$ cat src/rtl/circuito_pkg.sv
// Shared types and constants for the circuito symbol-sequence lock.
// State codes are the visible {a,b,c,d} display value.
package circuito_pkg;

    localparam int SYM_W = 7;

    localparam logic [SYM_W-1:0] K1_DEF = 7'h0C;
    localparam logic [SYM_W-1:0] K2_DEF = 7'h24;
    localparam logic [SYM_W-1:0] K3_DEF = 7'h30;

    localparam int TIMEOUT_DEF = 16;

    typedef enum logic [3:0] {
        IDLE  = 4'b0000,
        S1    = 4'b0101,
        S2    = 4'b0110,
        OPEN  = 4'b0111,
        ERROR = 4'b1000
    } state_t;

endpackage

$ cat src/rtl/circuito_if.sv
// Keyed-input / status-display bundle for the circuito lock.
interface circuito_if;

    logic b8;
    logic b7, b6, b5, b4, b3, b2, b1;
    logic a, b, c, d;

    modport master (
        output b8, b7, b6, b5, b4, b3, b2, b1,
        input  a, b, c, d
    );

    modport slave (
        input  b8, b7, b6, b5, b4, b3, b2, b1,
        output a, b, c, d
    );

endinterface

$ cat src/rtl/circuito_sym_match.sv
// Combinational key comparator; flags are qualified by the valid strobe.
import circuito_pkg::*;

module circuito_sym_match #(
    parameter logic [SYM_W-1:0] K1 = K1_DEF,
    parameter logic [SYM_W-1:0] K2 = K2_DEF,
    parameter logic [SYM_W-1:0] K3 = K3_DEF
) (
    input  logic [SYM_W-1:0] sym,
    input  logic             b8,
    output logic             is_k1,
    output logic             is_k2,
    output logic             is_k3
);

    assign is_k1 = b8 && (sym == K1);
    assign is_k2 = b8 && (sym == K2);
    assign is_k3 = b8 && (sym == K3);

endmodule

$ cat src/rtl/circuito_fsm.sv
// Symbol-sequence lock FSM; {a,b,c,d} is the registered state code.
// Optional ERROR auto-clear after TIMEOUT cycles when CIRCUITO_AUTOCLR_EN is defined.
import circuito_pkg::*;

module circuito_fsm #(
    parameter logic [SYM_W-1:0] K1      = K1_DEF,
    parameter logic [SYM_W-1:0] K2      = K2_DEF,
    parameter logic [SYM_W-1:0] K3      = K3_DEF,
    parameter int               TIMEOUT = TIMEOUT_DEF
) (
    input  logic        clk,
    input  logic        reset,
    circuito_if.slave   bus
);

    // state | meaning
    // IDLE  | waiting for K1
    // S1    | K1 accepted, waiting for K2 (K1 repeat holds)
    // S2    | K2 accepted, waiting for K3 (K2 repeat holds)
    // OPEN  | unlocked, sticky until reset
    // ERROR | wrong symbol seen, sticky (or timed clear)

    if (TIMEOUT < 1 || TIMEOUT > 255) begin : g_bad_timeout
        $error("circuito_fsm: TIMEOUT out of range 1..255");
    end

    state_t           state;
    logic [SYM_W-1:0] sym;
    logic             is_k1, is_k2, is_k3;

    assign sym = {bus.b7, bus.b6, bus.b5, bus.b4, bus.b3, bus.b2, bus.b1};

    circuito_sym_match #(
        .K1 (K1),
        .K2 (K2),
        .K3 (K3)
    ) u_match (
        .sym   (sym),
        .b8    (bus.b8),
        .is_k1 (is_k1),
        .is_k2 (is_k2),
        .is_k3 (is_k3)
    );

`ifdef CIRCUITO_AUTOCLR_EN
    localparam logic [7:0] ERR_TC = 8'(TIMEOUT - 1);
    logic [7:0] err_cnt;
`endif

    always_ff @(posedge clk) begin
        if (reset) begin
            state <= IDLE;
`ifdef CIRCUITO_AUTOCLR_EN
            err_cnt <= '0;
`endif
        end else begin
`ifdef CIRCUITO_AUTOCLR_EN
            // held at zero outside ERROR so every entry starts a fresh count
            if (state != ERROR) begin
                err_cnt <= '0;
            end
`endif
            case (state)
                IDLE: begin
                    if (bus.b8) begin
                        state <= is_k1 ? S1 : ERROR;
                    end
                end
                S1: begin
                    if (bus.b8) begin
                        if (is_k2) begin
                            state <= S2;
                        end else if (!is_k1) begin
                            state <= ERROR;
                        end
                    end
                end
                S2: begin
                    if (bus.b8) begin
                        if (is_k3) begin
                            state <= OPEN;
                        end else if (!is_k2) begin
                            state <= ERROR;
                        end
                    end
                end
                OPEN: begin
                    state <= OPEN;
                end
                ERROR: begin
`ifdef CIRCUITO_AUTOCLR_EN
                    if (err_cnt == ERR_TC) begin
                        state <= IDLE;
                    end else begin
                        err_cnt <= err_cnt + 8'd1;
                    end
`else
                    state <= ERROR;
`endif
                end
                default: begin
                    state <= IDLE;
                end
            endcase
        end
    end

    assign bus.a = state[3];
    assign bus.b = state[2];
    assign bus.c = state[1];
    assign bus.d = state[0];

endmodule

$ cat src/flat_wrapper.sv
// flat-port wrapper written by rule: the top's interface ports become plain ports
module circuito_fsm_flat 
#(
    parameter logic [SYM_W-1:0] K1      = K1_DEF,
    parameter logic [SYM_W-1:0] K2      = K2_DEF,
    parameter logic [SYM_W-1:0] K3      = K3_DEF,
    parameter int               TIMEOUT = TIMEOUT_DEF
)
  (clk, reset, bus_b8, bus_b7, bus_b6, bus_b5, bus_b4, bus_b3, bus_b2, bus_b1, bus_a, bus_b, bus_c, bus_d);
  circuito_if bus_i ();
  input  logic clk;
  input  logic reset;
  input wire logic [$bits(bus_i.b8)-1:0] bus_b8;
  input wire logic [$bits(bus_i.b7)-1:0] bus_b7;
  input wire logic [$bits(bus_i.b6)-1:0] bus_b6;
  input wire logic [$bits(bus_i.b5)-1:0] bus_b5;
  input wire logic [$bits(bus_i.b4)-1:0] bus_b4;
  input wire logic [$bits(bus_i.b3)-1:0] bus_b3;
  input wire logic [$bits(bus_i.b2)-1:0] bus_b2;
  input wire logic [$bits(bus_i.b1)-1:0] bus_b1;
  output wire logic [$bits(bus_i.a)-1:0] bus_a;
  output wire logic [$bits(bus_i.b)-1:0] bus_b;
  output wire logic [$bits(bus_i.c)-1:0] bus_c;
  output wire logic [$bits(bus_i.d)-1:0] bus_d;
  assign bus_i.b8 = bus_b8;
  assign bus_i.b7 = bus_b7;
  assign bus_i.b6 = bus_b6;
  assign bus_i.b5 = bus_b5;
  assign bus_i.b4 = bus_b4;
  assign bus_i.b3 = bus_b3;
  assign bus_i.b2 = bus_b2;
  assign bus_i.b1 = bus_b1;
  assign bus_a = bus_i.a;
  assign bus_b = bus_i.b;
  assign bus_c = bus_i.c;
  assign bus_d = bus_i.d;
  circuito_fsm #(.K1(K1), .K2(K2), .K3(K3), .TIMEOUT(TIMEOUT)) u_core (.clk(clk), .reset(reset), .bus(bus_i));
endmodule
$ cat config.mk
export PLATFORM = sky130hd
export DESIGN_NAME = circuito_fsm_flat
export DESIGN_NICKNAME = d
export VERILOG_FILES = /design/src/rtl/circuito_pkg.sv /design/src/rtl/circuito_if.sv /design/src/rtl/circuito_sym_match.sv /design/src/rtl/circuito_fsm.sv /design/src/flat_wrapper.sv
export SDC_FILE = /design/constraint.sdc
export NUM_CORES = 1
export LEC_CHECK = 0
export ABC_AREA = 1
export CORE_AREA = 2 2 39 41
export CTS_CLUSTER_DIAMETER = 60
export CTS_CLUSTER_SIZE = 40
export DETAILED_ROUTE_END_ITERATION = 8
export DIE_AREA = 0 0 41 43
export HOLD_SLACK_MARGIN = 0.05
export MAX_ROUTING_LAYER = met4
export PLACE_DENSITY = 0.6
export SYNTH_ARGS = -nofsm -noshare
export SYNTH_HDL_FRONTEND = slang
export SYNTH_SLANG_ARGS = --single-unit
$ cat constraint.sdc
create_clock -name clk -period 1.4 [get_ports clk]
set_input_delay 0.21 -clock clk [delete_from_list [all_inputs] [get_ports clk]]
set_output_delay 0.21 -clock clk [all_outputs]
set_load 0.05 [all_outputs]
==> run metrics <==
Non-Filler Instances between 100 and 150; Hold Buf Count CTS 0; starting density of the core a little over a quarter; Largest Register u_core.state; total grt overflow 0; Synth Area in Compound Gates between 8 and 9%; post-layout min period 1.30 ns; setup TNS 0 ns; Static Leakage about 0.30 nW; Core Rows 14; max-slew headroom at the worst pin between 80% and 90%; initial DRC count 12; number of diodes 0; status completed; commonest non-fill, non-tap cell in the layout inv_1; hold_sp bus_b8; post-route ant nets 0; R2R depth 7; worst hold slack between 0.4 and 0.5 ns; Die Wd a little over 40 µm; Least-Margin Pin Slew about 0.24 ns; crit start category input port; Crit path arrival time ~1.4 ns; Cells after DPL 99; vias roughly 480; Worst Hold End u_core.state[2]; syn_area_per_cell between 5 and 6 µm²; IO buf count 13; Die Height around 43 µm; first-pass GRT wire length 1760 µm; Crit-path slowest cell clkdlybuf4s50_1; hold depth 3; antenna violations before repair 0; highest-count cells in the layout ignoring fill and taps inv_1 (14), nand2_1 (12), nor2_1 (10); DR DRC count 0; CTS sink count 4; post-synthesis mux area share 0%; root buffer cell clkbuf_4; Reg clk slew, reported paths approximately 0.04 ns; Ys Warns 0; die outline area 0.00176 mm²; reg2reg start u_core.state[0]; FF+latch count, synth 4; clk buf depth 2; Largest regs u_core.state: 4 flops; post-synthesis sequential area ratio 21.4%; Synth Instances slightly below 70; Crit Path Class input port to flip-flop; TritonRoute pass-1 iters 4; worst path required time approximately 1.5 ns; Via density 4.68; Final HPWL DP 778 µm; PD cells 625 mW/mm²; Synth cell types 14; gpl congestion about 0.8; Worst R2R End u_core.state[2]; CP max stage delay 0.55 ns; TritonCTS clock tree done; Final Max Tran Viols 0; overall global routing resource usage around 15%; largest family of logic cells by synthesized area simple AND/OR/NAND/NOR gates; vias in the first global route ~450; Adder-Cell Fraction of Synth Area 0%; core area roughly 0.0014 mm²; clock latency on the worst-skew pair roughly 0.23 ns; Mapped Nets 78; Clock Skew roughly 0.0042 ns; average wire per standard cell a little over 9 µm; Post-Synth XOR/XNOR Area 0%; Design Area, Final between 600 and 700 µm²; final wirelength 939 µm; most used cell, CP nor2_1; crit path cell chain clkdlybuf4s50_1 > nor2_1 > nand4_1 > nor2_1 > nor2_1 > nand3_1 > nor2_2 > nor2_1; Ports 14; layout cells sized above 1 between 20% and 30%; RSZ-0062 raised after global routing yes; Fmax ~770 MHz; Syn-to-layout area delta 64.5%; Final nets 98; Setup crit end kind flip-flop; final setup fails 0; VDD IR max 0.467 mV; Placed Instance Area 583 µm²; Post-Syn Area between 300 and 400 µm²; TritonCTS buffer count 3; post-route clock period utilization a little over 90%; Hold Crit Class input port to flip-flop; critical-path maximum fanout 4; Largest register FFs 4; endpoints failing hold 0; fin util 44.5%; Max Cap Viol 0; flop-to-flop setup slack between 0.15 and 0.2 ns; H-Tree Depth 1; Setup Buffers After CTS 0; largest net degree at the start of global routing 6; Synth Area in Simple Gates 55.5%
## where the power goes
group / switching (mW) / internal, mW / leakage (nW)
sequential: 0.00627 / 0.120 / 0.0338
combinational: 0.0585 / 0.0586 / 0.249
clock: 0.0454 / 0.0957 / 0.0138
## worst max-delay path, delay by kind of cell
kind,cells,cell delay [ns]
AND/OR/NAND/NOR,7,0.65
buffers and inverters,1,0.55
## per-layer routing
layer	track usage (%)	up-vias	routed length [µm]
met1	19.0	210	429
li1	-	255	-
met4	4.00	0	0
met2	20.6	12	463
met3	6.28	0	47
met5	-	-	0
## what timing repair did
item	CTS	global route
resized for setup	0	4
endpoints found under the hold margin	0	0
endpoints found under the setup margin	0	4
## through the flow
step	setup slack, ns	power, mW
3_5_place_dp	-0.190	0.244
3_3_place_gp	-0.222	0.244
2_1_floorplan	0.00772	0.179
6_report	0.104	0.385
5_1_grt	-0.0225	0.416
4_1_cts	0.0515	0.389
## cells by family after synthesis
logic type / after synthesis
AO/OA/AOI/OAI: 6
flip-flops: 4
buffers and inverters: 15
AND/OR/NAND/NOR: 43
## synth_stat cells (all sizes together)
cell    count  area (µm²)
nand4       4        25.0
nor2       15        63.8
a21oi       3        15.0
nand3b      1        7.51
dfxtp       4        80.1
inv        15        56.3
nor3        1        5.00
nand3       9        55.1
o21ai       3        15.0
nand2      12        45.0
nor4        1        6.26
## worst max-delay path by stage
| stage | endpoint | cells past startpoint | startpoint | slack, ns |
|---|---|---|---|---|
| 3_3_place_gp | u_core.state[0] | 9 | bus_b8 | -0.22 |
| 4_1_cts | u_core.state[0] | 9 | bus_b8 | 0.05 |
| 2_1_floorplan | u_core.state[2] | 7 | u_core.state[0] | 0.008 |
| 6_report | u_core.state[2] | 8 | bus_b7 | 0.10 |
| 5_1_grt | u_core.state[2] | 8 | bus_b5 | -0.02 |
| 3_5_place_dp | u_core.state[0] | 9 | bus_b8 | -0.19 |
## layout make-up
| cell class | count | area [µm²] |
|---|---|---|
| clock buffer | 3 | 22.5 |
| fill | 150 | 768 |
| inverter | 15 | 56.3 |
| multi-input combinational | 49 | 243 |
| sequential | 4 | 83.8 |
| tap | 16 | 20.0 |
| timing repair buffer | 15 | 190 |
(Power assumes the default switching activity.)
